$ cat src/rtl/vc_switch_param.sv
// Parametrised virtual-channel switch: per-channel FIFOs, hysteresis pause, sticky overflow.
// Optional popped-word counters with req/idx readout are enabled by defining VC_COUNTERS_EN.
module vc_switch_param #(
    parameter int NUM_CH = 4,
    parameter int DATA_W = 12,
    parameter int DEPTH  = 8,
    parameter int UMB_W  = 8,
    parameter int CNT_W  = 5,
    parameter int IDX_W  = 3
) (
    input  logic                     clk,
    input  logic                     reset,
    input  logic                     init,
    input  logic [UMB_W-1:0]         umbral_LH,
    input  logic                     push,
    input  logic [DATA_W-1:0]        data_in,
    input  logic [NUM_CH-1:0]        pop,
    output logic [NUM_CH*DATA_W-1:0] data_out,
    output logic [NUM_CH-1:0]        valid_out,
    output logic [NUM_CH-1:0]        empty,
    output logic [NUM_CH-1:0]        full,
    output logic [NUM_CH-1:0]        pause,
    output logic                     error,
    output logic [2:0]               state,
    input  logic                     req,
    input  logic [IDX_W-1:0]         idx,
    output logic [CNT_W-1:0]         cnt_out,
    output logic                     cnt_valid
);

    localparam int DW = $clog2(NUM_CH);
    localparam int PW = $clog2(DEPTH);
    localparam int OW = PW + 1;
    localparam int HW = UMB_W / 2;
    localparam int CW = (OW > HW) ? OW : HW;

    typedef enum logic [2:0] {
        S_RESET  = 3'd0,
        S_INIT   = 3'd1,
        S_IDLE   = 3'd2,
        S_ACTIVE = 3'd3,
        S_ERROR  = 3'd4
    } state_t;

    state_t st;

    logic [DATA_W-1:0] mem [NUM_CH][DEPTH];
    logic [PW-1:0]     wr_ptr [NUM_CH];
    logic [PW-1:0]     rd_ptr [NUM_CH];
    logic [OW-1:0]     occ [NUM_CH];
    logic [OW-1:0]     occ_nxt [NUM_CH];
    logic [HW-1:0]     thr_hi;
    logic [HW-1:0]     thr_lo;

    logic [DW-1:0]     dest;
    logic              push_ok;
    logic              pop_en;
    logic [NUM_CH-1:0] pop_acc;
    logic [NUM_CH-1:0] wr_acc;
    logic [NUM_CH-1:0] pause_nxt;
    logic              ovf;

    assign dest    = data_in[DATA_W-1 -: DW];
    assign push_ok = push && (st == S_IDLE || st == S_ACTIVE);
    assign pop_en  = (st == S_IDLE || st == S_ACTIVE || st == S_ERROR);
    assign state   = st;

    always_comb begin
        pop_acc   = '0;
        wr_acc    = '0;
        ovf       = 1'b0;
        pause_nxt = pause;
        for (int c = 0; c < NUM_CH; c++) begin
            empty[c]   = (occ[c] == '0);
            full[c]    = (occ[c] == OW'(DEPTH));
            pop_acc[c] = pop_en && pop[c] && !empty[c];
            // a full channel still accepts a push when it is popped the same cycle
            if (push_ok && dest == DW'(c)) begin
                if (!full[c] || pop_acc[c])
                    wr_acc[c] = 1'b1;
                else
                    ovf = 1'b1;
            end
            occ_nxt[c] = occ[c] + OW'(wr_acc[c]) - OW'(pop_acc[c]);
            if (thr_hi == '0)
                pause_nxt[c] = 1'b0;
            else if (thr_lo >= thr_hi)
                pause_nxt[c] = (CW'(occ_nxt[c]) >= CW'(thr_hi));
            else if (CW'(occ_nxt[c]) >= CW'(thr_hi))
                pause_nxt[c] = 1'b1;
            else if (CW'(occ_nxt[c]) <= CW'(thr_lo))
                pause_nxt[c] = 1'b0;
        end
    end

    always_ff @(posedge clk) begin
        if (reset) begin
            st     <= S_RESET;
            thr_hi <= '0;
            thr_lo <= '0;
            error  <= 1'b0;
        end else begin
            error <= error | ovf;
            unique case (st)
                S_RESET: st <= S_INIT;
                S_INIT: begin
                    thr_hi <= umbral_LH[UMB_W-1:HW];
                    thr_lo <= umbral_LH[HW-1:0];
                    if (!init)
                        st <= S_IDLE;
                end
                S_IDLE: begin
                    if (ovf)
                        st <= S_ERROR;
                    else if (push)
                        st <= S_ACTIVE;
                end
                S_ACTIVE: begin
                    if (ovf)
                        st <= S_ERROR;
                    else if ((&empty) && !push)
                        st <= S_IDLE;
                end
                S_ERROR: st <= S_ERROR;
                default: st <= S_RESET;
            endcase
        end
    end

    always_ff @(posedge clk) begin
        for (int c = 0; c < NUM_CH; c++) begin
            if (wr_acc[c])
                mem[c][wr_ptr[c]] <= data_in;
        end
    end

    always_ff @(posedge clk) begin
        if (reset) begin
            data_out  <= '0;
            valid_out <= '0;
            pause     <= '0;
            for (int c = 0; c < NUM_CH; c++) begin
                wr_ptr[c] <= '0;
                rd_ptr[c] <= '0;
                occ[c]    <= '0;
            end
        end else begin
            valid_out <= pop_acc;
            pause     <= pause_nxt;
            for (int c = 0; c < NUM_CH; c++) begin
                occ[c] <= occ_nxt[c];
                if (wr_acc[c])
                    wr_ptr[c] <= wr_ptr[c] + 1'b1;
                if (pop_acc[c]) begin
                    data_out[c*DATA_W +: DATA_W] <= mem[c][rd_ptr[c]];
                    rd_ptr[c] <= rd_ptr[c] + 1'b1;
                end
            end
        end
    end

`ifdef VC_COUNTERS_EN
    logic [CNT_W-1:0] cnt [NUM_CH];

    always_ff @(posedge clk) begin
        if (reset) begin
            cnt_out   <= '0;
            cnt_valid <= 1'b0;
            for (int c = 0; c < NUM_CH; c++)
                cnt[c] <= '0;
        end else begin
            cnt_valid <= req;
            if (req)
                cnt_out <= (idx < IDX_W'(NUM_CH)) ? cnt[idx[DW-1:0]] : '0;
            for (int c = 0; c < NUM_CH; c++) begin
                if (pop_acc[c] && cnt[c] != '1)
                    cnt[c] <= cnt[c] + 1'b1;
            end
        end
    end
`else
    logic unused_cnt;

    assign unused_cnt = ^{req, idx};
    assign cnt_out    = '0;
    assign cnt_valid  = 1'b0;
`endif

endmodule
$ cat config.mk
export PLATFORM = sky130hd
export DESIGN_NAME = vc_switch_param
export DESIGN_NICKNAME = d
export VERILOG_FILES = /design/src/rtl/vc_switch_param.sv
export SDC_FILE = /design/constraint.sdc
export NUM_CORES = 1
export LEC_CHECK = 0
export ABC_AREA = 1
export CAP_MARGIN = 20
export CORE_MARGIN = 5
export CORE_UTILIZATION = 50
export DETAILED_ROUTE_END_ITERATION = 16
export GPL_TIMING_DRIVEN = 0
export PLACE_DENSITY = 0.68
export SYNTH_ARGS = -nofsm -noshare
export SYNTH_HDL_FRONTEND = slang
export SYNTH_SLANG_ARGS = --single-unit
$ cat constraint.sdc
create_clock -name clk -period 10.7 [get_ports clk]
set_clock_uncertainty 0.15 [all_clocks]
set_input_delay 2.675 -clock clk [delete_from_list [all_inputs] [get_ports clk]]
set_output_delay 2.675 -clock clk [all_outputs]
set_load 0.1 [all_outputs]
Yosys cells after proc, flatten, opt, wreduce, memory -nomap -nowiden
Memory sizes are Yosys's and may differ from the RTL's.
Index checks and enable logic that the tools add are counted.
{ "totals": {"regBits": 68, "ram_bits": 424, "in_bits": 32, "out_inout_bits": 74, "elab_cells": 245, "mem_count": 4} }
{ "memory_table": {"columns": ["memory", "depth", "word_bits", "rd", "rd_clocked_by_memory_dff", "wr", "line", "text"], "rows": [
  ["mem", 4, 96, 4, 0, 1, "47", "logic [DATA_W-1:0] mem [NUM_CH][DEPTH];"],
  ["occ", 4, 4, 4, 0, 4, "50", "logic [OW-1:0] occ [NUM_CH];"],
  ["rd_ptr", 4, 3, 4, 0, 4, "49", "logic [PW-1:0] rd_ptr [NUM_CH];"],
  ["wr_ptr", 4, 3, 4, 0, 4, "48", "logic [PW-1:0] wr_ptr [NUM_CH];"]
]} }
{ "classes": {"addsub": 16, "order_cmp": 21, "eq_ne": 14, "muxes": 106, "bitwise": 21, "reduce_logical": 50} }
{ "op_table": {"columns": ["cell", "n"], "rows": [
  ["96-bit two-way mux", 10],
  ["96-bit OR reduction", 3],
  ["12-bit binary-select mux with 3-bit select", 4],
  ["12-bit demux with 3-bit select", 4],
  ["12-bit two-way mux", 12],
  ["1-bit two-way mux", 55],
  ["3-bit two-way mux", 13],
  ["4-bit greater-or-equal comparator, second input constant", 8],
  ["3-bit inverter with 4-bit output", 8],
  ["3-bit by 1-bit adder with 3-bit output, second input constant", 8],
  ["4-bit greater-or-equal comparator", 5],
  ["4-bit zero test", 5],
  ["1-bit logical AND", 18],
  ["4-bit by 1-bit adder with 4-bit output", 4],
  ["4-bit equality test, second input constant", 4],
  ["4-bit <= comparator", 4],
  ["4-bit by 1-bit < comparator with 1-bit output, second input constant", 4],
  ["4-bit two-way mux", 4],
  ["4-bit by 1-bit subtractor with 4-bit output", 4],
  ["3-bit case mux with 5 select lines", 1],
  ["1-bit bitwise OR", 13],
  ["3-bit nonzero test", 4],
  ["1-bit zero test", 9],
  ["3-bit by 2-bit equality test with 1-bit output, second input constant", 2],
  ["14 further kinds", 22]
]} }

Logic depth before layout (Yosys ltp)
Gate-level depths: netlist of run 1.
{ "depth": {"ltp_word": 16, "mapped_depth": 20, "depth_no_buf": 19} }

Worst setup path before layout of run 1
OpenSTA, ideal clock, no wires.
{ "synth_timing": {"path_kind": "reg-to-output", "from": "mem occ[0][2] (netlist name)", "to": "out full[0]", "arrival_ps": 2791, "required_ps": 7875, "slack_ps": 5084, "path_stages_with_launch": 4, "path_buffers": 0, "cell_sequence": "dfxtp_1 -> inv_1 -> ha_1 -> nor3b_1"} }
{ "synth_lines": {"columns": ["element", "line", "text"], "rows": [
  ["start, declared", "50", null],
  ["end, declared", "21", "output logic [NUM_CH-1:0] full,"]
]} }

==> run summary, run 1 <==
outcome - finished, final reports clean
sequential area share after synthesis - 68.5%
CTS tree - done
fillers - 3143
maximum vdd ir drop - 0.141 mV
fin. max-slew vios - 0
Worst Path Class, Setup - input port to register
Worst path slowest cell - clkdlybuf4s50_1
Hold Crit Class - register to register
Synth Area in Compound Gates - 9.95%
clock-pin transition on the worst setup and hold timing paths - 0.06 ns
Buf/Inv on CP - 5
Pint - 3.41 mW
Yosys reg bits - 492
Chip Width - 212 um
post-CTS resize count - 0
gpl congestion - 0.831
GRT Overall Usage - 21.9%
DRC errors left - 0
reg2reg path depth - 19
crit path DAT - 6.38 ns
ANT nets after route - 0
CP endpoint kind - register
Top delay family on crit path - buffers and inverters
boundary pin count - 106
Port Buffers - 94
final hold slack - 0.319 ns
vias per cell - 5.70
Worst path depth - 19
Synth Cell Area - 20300 um2
Post-synth EDFFs - 408
Synth Area in XOR/XNOR - 0.517%
critical path, cell by cell - clkdlybuf4s50_1, buf_16, inv_1, nand2_1, nor2_1, nand2_1, buf_2, inv_1, ha_1, fa_1, or2_2, nand2_1, ha_1, nand2_1, o21ai_0, o21ai_0, nor3b_1, nor3_1, nor2_1
Initial Utilization - 50.8%
Final Setup Violations - 0
clk_lat worst skew - 0.59 ns
Via Count - 13.4k
Avg Inst Size Synth - 12.7 um2
P_leak - 8.61 nW
unrepaired setup endpoints after global routing - false
Critical Path RT - 10.98 ns
relative slew slack - 28.1%
Flop pwr share - 45.1%
largest net degree at the start of global routing - 36
Switch Pwr - 1.36 mW
CP max stage delay - 0.92 ns
Post-Synth Simple-Gate Area - 10.2%
DRT iter0 DRCs - 1148
first-pass GRT wire length - 75.7 mm
Fin. Hold Viols - 0
hold_buf cts - 0
final cycle utilization of the critical path - 57.0%
Cells after Synth - 1599
hold path start - data_out[0]$_SDFFE_PP0P_
Cell variety after synth - 37
Power Density - 197 nW/um2
vias in the first global route - 13.4k
Setup crit start kind - input port
htree depth - 2
mux contribution to synthesized area - 2.36%
die span in y - 212 um
FP Rows - 73
Synth Flop Type - edfxtp_1
Core Area - 40000 um2
post-CTS setup buffer count - 0
Final Worst Setup Slack - 4.60 ns
die area - 44800 um2
clock sinks - 492
GRT overflow - 0
worst-case clock buffer depth - 3
asr flop ratio synth - 0%
Max-Cap Viols - 0
post-DP HPWL - 34.0 mm
wire per inst - 21.0 um
synthesis warning total - 0
clock power share - 36.2%
DRT Pass-1 Iters - 8
area share of fa/ha/maj cells after synthesis - 4.52%
combinational family with the most area after synthesis - simple AND/OR/NAND/NOR gates
min Tclk post-route - 6.10 ns
n_diodes - 0
total CTS buffers - 49
FMAX - 164 MHz
Worst Setup SP - data_in[11]
Worst Max-Slew Pin Slew - 1.07 ns
Area growth, synth to finish - 18.8%
Reg2Reg Launch Point - state[1]$_SDFFE_PP0P_
Comb power frac - 18.7%
final net count - 1883
clock root buffer - clkbuf_16
Sw Share - 28.5%
crit-path max FO - 24
layout cells sized above 1 - 10.2%
Worst Hold Depth - 2
total negative slack - 0 ns
CP dominant cell by count - nand2_1
initial antenna violation count - 0
WL final - 49.2 mm
pre-CTS WS - 4.03 ns
flip-flops by register name, summed over array words and instances, names as in the netlist, 3 cells and up:
| signal | cells |
|---|---|
| data_out | 48 |
| mem | 384 |
| occ | 16 |
| pause | 4 |
| rd_ptr | 12 |
| state | 3 |
| thr_hi | 4 |
| thr_lo | 4 |
| valid_out | 4 |
| wr_ptr | 12 |
cell families (layout without fill, tap and decap cells):
| group | Yosys count | count (layout) |
|---|---|---|
| compound gates | 301 | 301 |
| xor+xnor | 12 | 12 |
| fa+ha+maj | 71 | 71 |
| buf+inv | 194 | 411 |
| flops | 492 | 492 |
| mux | 48 | 48 |
| other cells | 1 | 6 |
| simple gates | 480 | 480 |
worst paths after layout:
| check | slack [ns] | end |
|---|---|---|
| worst min register to register | 0.32 | data_out[0]$_SDFFE_PP0P_ |
| worst min-delay path | 0.32 | data_out[0]$_SDFFE_PP0P_ |
| worst max-delay path | 4.60 | pause[0]$_SDFFE_PP0P_ |
| worst max register to register | 6.49 | pause[0]$_SDFFE_PP0P_ |
cells in the final DEF, fill, tap and decap left out, types with 9 or more instances in the layout:
cell / count
a21oi_1: 31
o32ai_1: 48
edfxtp_1: 408
nor3_2: 22
nor3_1: 12
clkbuf_1: 76
nand2_1: 106
nor4_2: 9
clkdlybuf4s50_1: 91
mux2i_1: 48
inv_1: 91
nor2_1: 235
o211ai_1: 49
o21ai_0: 112
dfxtp_1: 84
buf_2: 19
o221ai_1: 48
clkinv_1: 17
buf_6: 13
clkbuf_16: 51
ha_1: 67
nor3b_1: 13
nand3_1: 60
buf_4: 23
worst min-delay path, cell delays in order, from the launching register on:
cell and delay [ns]:
dfxtp_1 0.31, nand3_1 0.07, nand2_1 0.05
routing by layer:
| layer | global-route usage, % | up-vias | wire length (um) |
|---|---|---|---|
| met5 | 0 | - | 0 |
| met4 | 6.75 | 0 | 1430 |
| met3 | 3.88 | 108 | 3300 |
| met2 | 37.3 | 463 | 24300 |
| met1 | 29.0 | 6550 | 20100 |
| li1 | - | 6243 | - |
power by group through the flow:
stage                     combinational (mW)  clock [mW]  sequential (mW)
after floorplan                        0.521           0             2.29
after global placement                 0.860           0             2.19
after detailed placement               0.891           0             2.19
after CTS                              0.895        1.74             2.15
after global routing                   0.976        1.83             2.15
final                                  0.892        1.72             2.15
final cells by class:
cell class | count | area (um2) | share of cell area, %
repair buffers | 125 | 1380 | 5.69
flip-flops and latches | 492 | 13900 | 57.7
well taps | 525 | 657 | 2.72
multi-input cells | 918 | 5780 | 23.9
plain buffers | 93 | 422 | 1.75
clock inverters | 25 | 263 | 1.09
inverters | 101 | 379 | 1.57
clock buffers | 67 | 1350 | 5.57
metrics by stage:
| step | utilization [%] | total power [mW] | cells | area (um2) |
|---|---|---|---|---|
| after floorplan | - | 2.81 | 1604 | 20400 |
| after global placement | 54.9 | 3.05 | 2223 | 21900 |
| after global routing | 60.4 | 4.96 | 2346 | 24200 |
| after detailed placement | 56.3 | 3.08 | 2252 | 22500 |
| final | 60.4 | 4.76 | 2346 | 24200 |
| after CTS | 60.3 | 4.79 | 2344 | 24100 |
cells in the mapped netlist, drive strengths merged (8+ instances only):
library cell	n	area [um2]
edfxtp	408	12300
nor2	240	913
nand2	114	453
o21ai	112	561
inv	97	364
dfxtp	84	1680
ha	67	838
clkbuf	61	229
nand3	61	318
o211ai	49	368
mux2i	48	480
o221ai	48	420
o32ai	48	420
nor3	34	170
buf	32	193
a21oi	31	155
nor3b	13	97.6
nor4	10	62.6
o21a	8	60.1
xnor2	8	70.1
No activity file was read; power rests on OpenSTA's default activity.
==> run 2: changes to the inputs <==
- PLACE_DENSITY: 0.68 -> 0.71
- clock period: 10.7 -> 5.28 ns (I/O delays scaled with it)
==> run summary, run 2 (same netlist as run 1, synthesis figures left out) <==
GRT overflow - 0 (unchanged)
Worst Max-Slew Pin Slew - 1.11 ns (was 1.07 ns)
vias in the first global route - 13.4k (about the same)
final hold slack - 0.318 ns (was 0.319 ns)
clock sinks - 492 (unchanged)
wire per inst - 21.1 um (was 21.0 um)
relative slew slack - 26.0% (was 28.1%)
fin. max-slew vios - 0 (unchanged)
Fin. Hold Viols - 0 (unchanged)
Pint - 7.06 mW (was 3.41 mW)
post-CTS setup buffer count - 0 (unchanged)
worst-case clock buffer depth - 3 (unchanged)
fillers - 3100 (was 3143)
hold_buf cts - 0 (unchanged)
initial antenna violation count - 0 (unchanged)
crit path DAT - 4.99 ns (was 6.38 ns)
outcome - finished, final reports clean (unchanged)
final net count - 1885 (was 1883)
Port Buffers - 94 (unchanged)
htree depth - 2 (unchanged)
Worst Path Class, Setup - input port to register (unchanged)
CTS tree - done (unchanged)
multi-input logic area - 5780 um2 (unchanged)
WL final - 49.5 mm (was 49.2 mm)
first-pass GRT wire length - 76.1 mm (was 75.7 mm)
clock root buffer - clkbuf_16 (unchanged)
FP Rows - 73 (unchanged)
cell area after layout - 24200 um2 (about the same)
DRT iter0 DRCs - 1423 (was 1148)
P_leak - 8.67 nW (was 8.61 nW)
Core Area - 40000 um2 (unchanged)
DRC errors left - 0 (unchanged)
clock-pin transition on the worst setup and hold timing paths - 0.06 ns (about the same)
ANT nets after route - 0 (unchanged)
clk_lat worst skew - 0.59 ns (about the same)
commonest non-fill, non-tap cells in the layout - edfxtp_1 (408), nor2_1 (235), o21ai_0 (112) (unchanged)
CP endpoint kind - register (unchanged)
die area - 44800 um2 (unchanged)
Critical Path RT - 5.57 ns (was 10.98 ns)
boundary pin count - 106 (unchanged)
post-DP HPWL - 34.1 mm (was 34.0 mm)
Hold Crit Class - register to register (unchanged)
Area growth, synth to finish - 19.1% (was 18.8%)
gpl congestion - 0.842 (was 0.831)
layout cells sized above 1 - 11.0% (was 10.2%)
crit path to - pause[0]$_SDFFE_PP0P_ (unchanged)
max reg flops - 384 (unchanged)
Reg2Reg Launch Point - state[2]$_SDFFE_PP0P_ (was state[1]$_SDFFE_PP0P_)
Chip Width - 212 um (unchanged)
r2r endpoint - pause[0]$_SDFFE_PP0P_ (unchanged)
total negative slack - 0 ns (unchanged)
Sw Share - 28.2% (was 28.5%)
Power Density - 406 nW/um2 (was 197 nW/um2)
Setup crit start kind - input port (unchanged)
final cell count without fillers - 2348 (was 2346)
GRT Overall Usage - 22.0% (was 21.9%)
placed cell count - 2254 (was 2252)
most common cell after layout, fill and taps aside - edfxtp_1 (unchanged)
unrepaired setup endpoints after global routing - false (unchanged)
Flop pwr share - 44.3% (was 45.1%)
crit-path max FO - 10 (was 24)
Switch Pwr - 2.78 mW (was 1.36 mW)
vias per cell - 5.69 (was 5.70)
FMAX - 213 MHz
total CTS buffers - 50 (was 49)
reg2reg path depth - 19 (unchanged)
Worst Setup SP - pop[0] (was data_in[11])
Tot Pwr - 9.83 mW (was 4.76 mW)
n_diodes - 0 (unchanged)
Max-Cap Viols - 0 (unchanged)
Initial Utilization - 50.8% (unchanged)
Via Count - 13.4k (about the same)
Comb power frac - 18.4% (was 18.7%)
final cycle utilization of the critical path - 88.9%
DRT Pass-1 Iters - 5 (was 8)
clock power share - 37.3% (was 36.2%)
Placed Area - 22500 um2 (about the same)
Reg area - 13900 um2 (unchanged)
largest net degree at the start of global routing - 36 (unchanged)
reg2reg setup slack - 1.08 ns (was 6.49 ns)
min Tclk post-route - 4.70 ns
maximum vdd ir drop - 0.396 mV (was 0.141 mV)
die span in y - 212 um (unchanged)
Final Setup Violations - 0 (unchanged)
post-CTS resize count - 0 (unchanged)
## run 2: cell types whose count changed in the layout (fill, tap and decap cells not counted), moves of 2 or more
cell             before  now
buf_16                8    5
clkdlybuf4s50_1      91   89
clkbuf_8              1   12
clkinv_1             17   11
buf_2                19   22
clkbuf_1             76   70
## run 2: critical path: stages
cell,delay [ns]
clkdlybuf4s50_1,0.49
a21boi_1,0.17
nand2_2,0.18
clkbuf_1,0.54
inv_1,0.12
ha_1,0.30
inv_1,0.04
ha_1,0.22
fa_1,0.41
or2_2,0.32
nand2_1,0.11
ha_1,0.24
nand2_1,0.08
o21ai_0,0.07
o21ai_0,0.08
nor3b_1,0.07
nor3_1,0.15
nor2_1,0.06
## run 2: through the flow
stage / setup slack [ns] / utilization [%]
2_1_floorplan: 0.0697 / -
4_1_cts: 0.602 / 60.5
6_report: 0.584 / 60.6
5_1_grt: 0.392 / 60.6
3_5_place_dp: -0.0141 / 56.2
3_3_place_gp: -0.879 / 54.9
## run 2: routing by layer
layer  part of all wire [%]  GRT usage, %  vias up
li1                       -             -     6262
met1                     40          29.0     6526
met2                     50          37.1      481
met3                    7.0          3.93      100
met4                    2.8          7.95        0
met5                      0             0        -
## run 2: how the worst min path moves through the flow
stage	end	slack, ns	from	depth (start not counted)
4_1_cts	data_out[2]$_SDFFE_PP0P_	0.32	data_out[2]$_SDFFE_PP0P_	2
5_1_grt	data_out[43]$_SDFFE_PP0P_	0.33	data_out[43]$_SDFFE_PP0P_	2
3_3_place_gp	data_out[40]$_SDFFE_PP0P_	0.31	data_out[40]$_SDFFE_PP0P_	2
2_1_floorplan	thr_lo[0]$_SDFFE_PP0P_	0.35	thr_lo[0]$_SDFFE_PP0P_	2
6_report	data_out[2]$_SDFFE_PP0P_	0.32	data_out[2]$_SDFFE_PP0P_	2
3_5_place_dp	data_out[2]$_SDFFE_PP0P_	0.31	data_out[2]$_SDFFE_PP0P_	2
## run 2: layout make-up
type,instances,share of cell area (%)
plain buffers,93,1.74
clock buffers,72,6.09
clock inverters,21,1.05
inverters,101,1.57
multi-input cells,918,23.9
flip-flops and latches,492,57.5
well taps,525,2.71
repair buffers,126,5.45
## run 2: power by group through the flow
| stage | Combinational, mW | Sequential (mW) | Clock (mW) |
|---|---|---|---|
| 5_1_grt | 1.99 | 4.36 | 3.89 |
| 4_1_cts | 1.81 | 4.35 | 3.72 |
| 6_report | 1.81 | 4.35 | 3.67 |
| 2_1_floorplan | 1.06 | 4.65 | 0 |
| 3_3_place_gp | 1.74 | 4.44 | 0 |
| 3_5_place_dp | 1.80 | 4.44 | 0 |
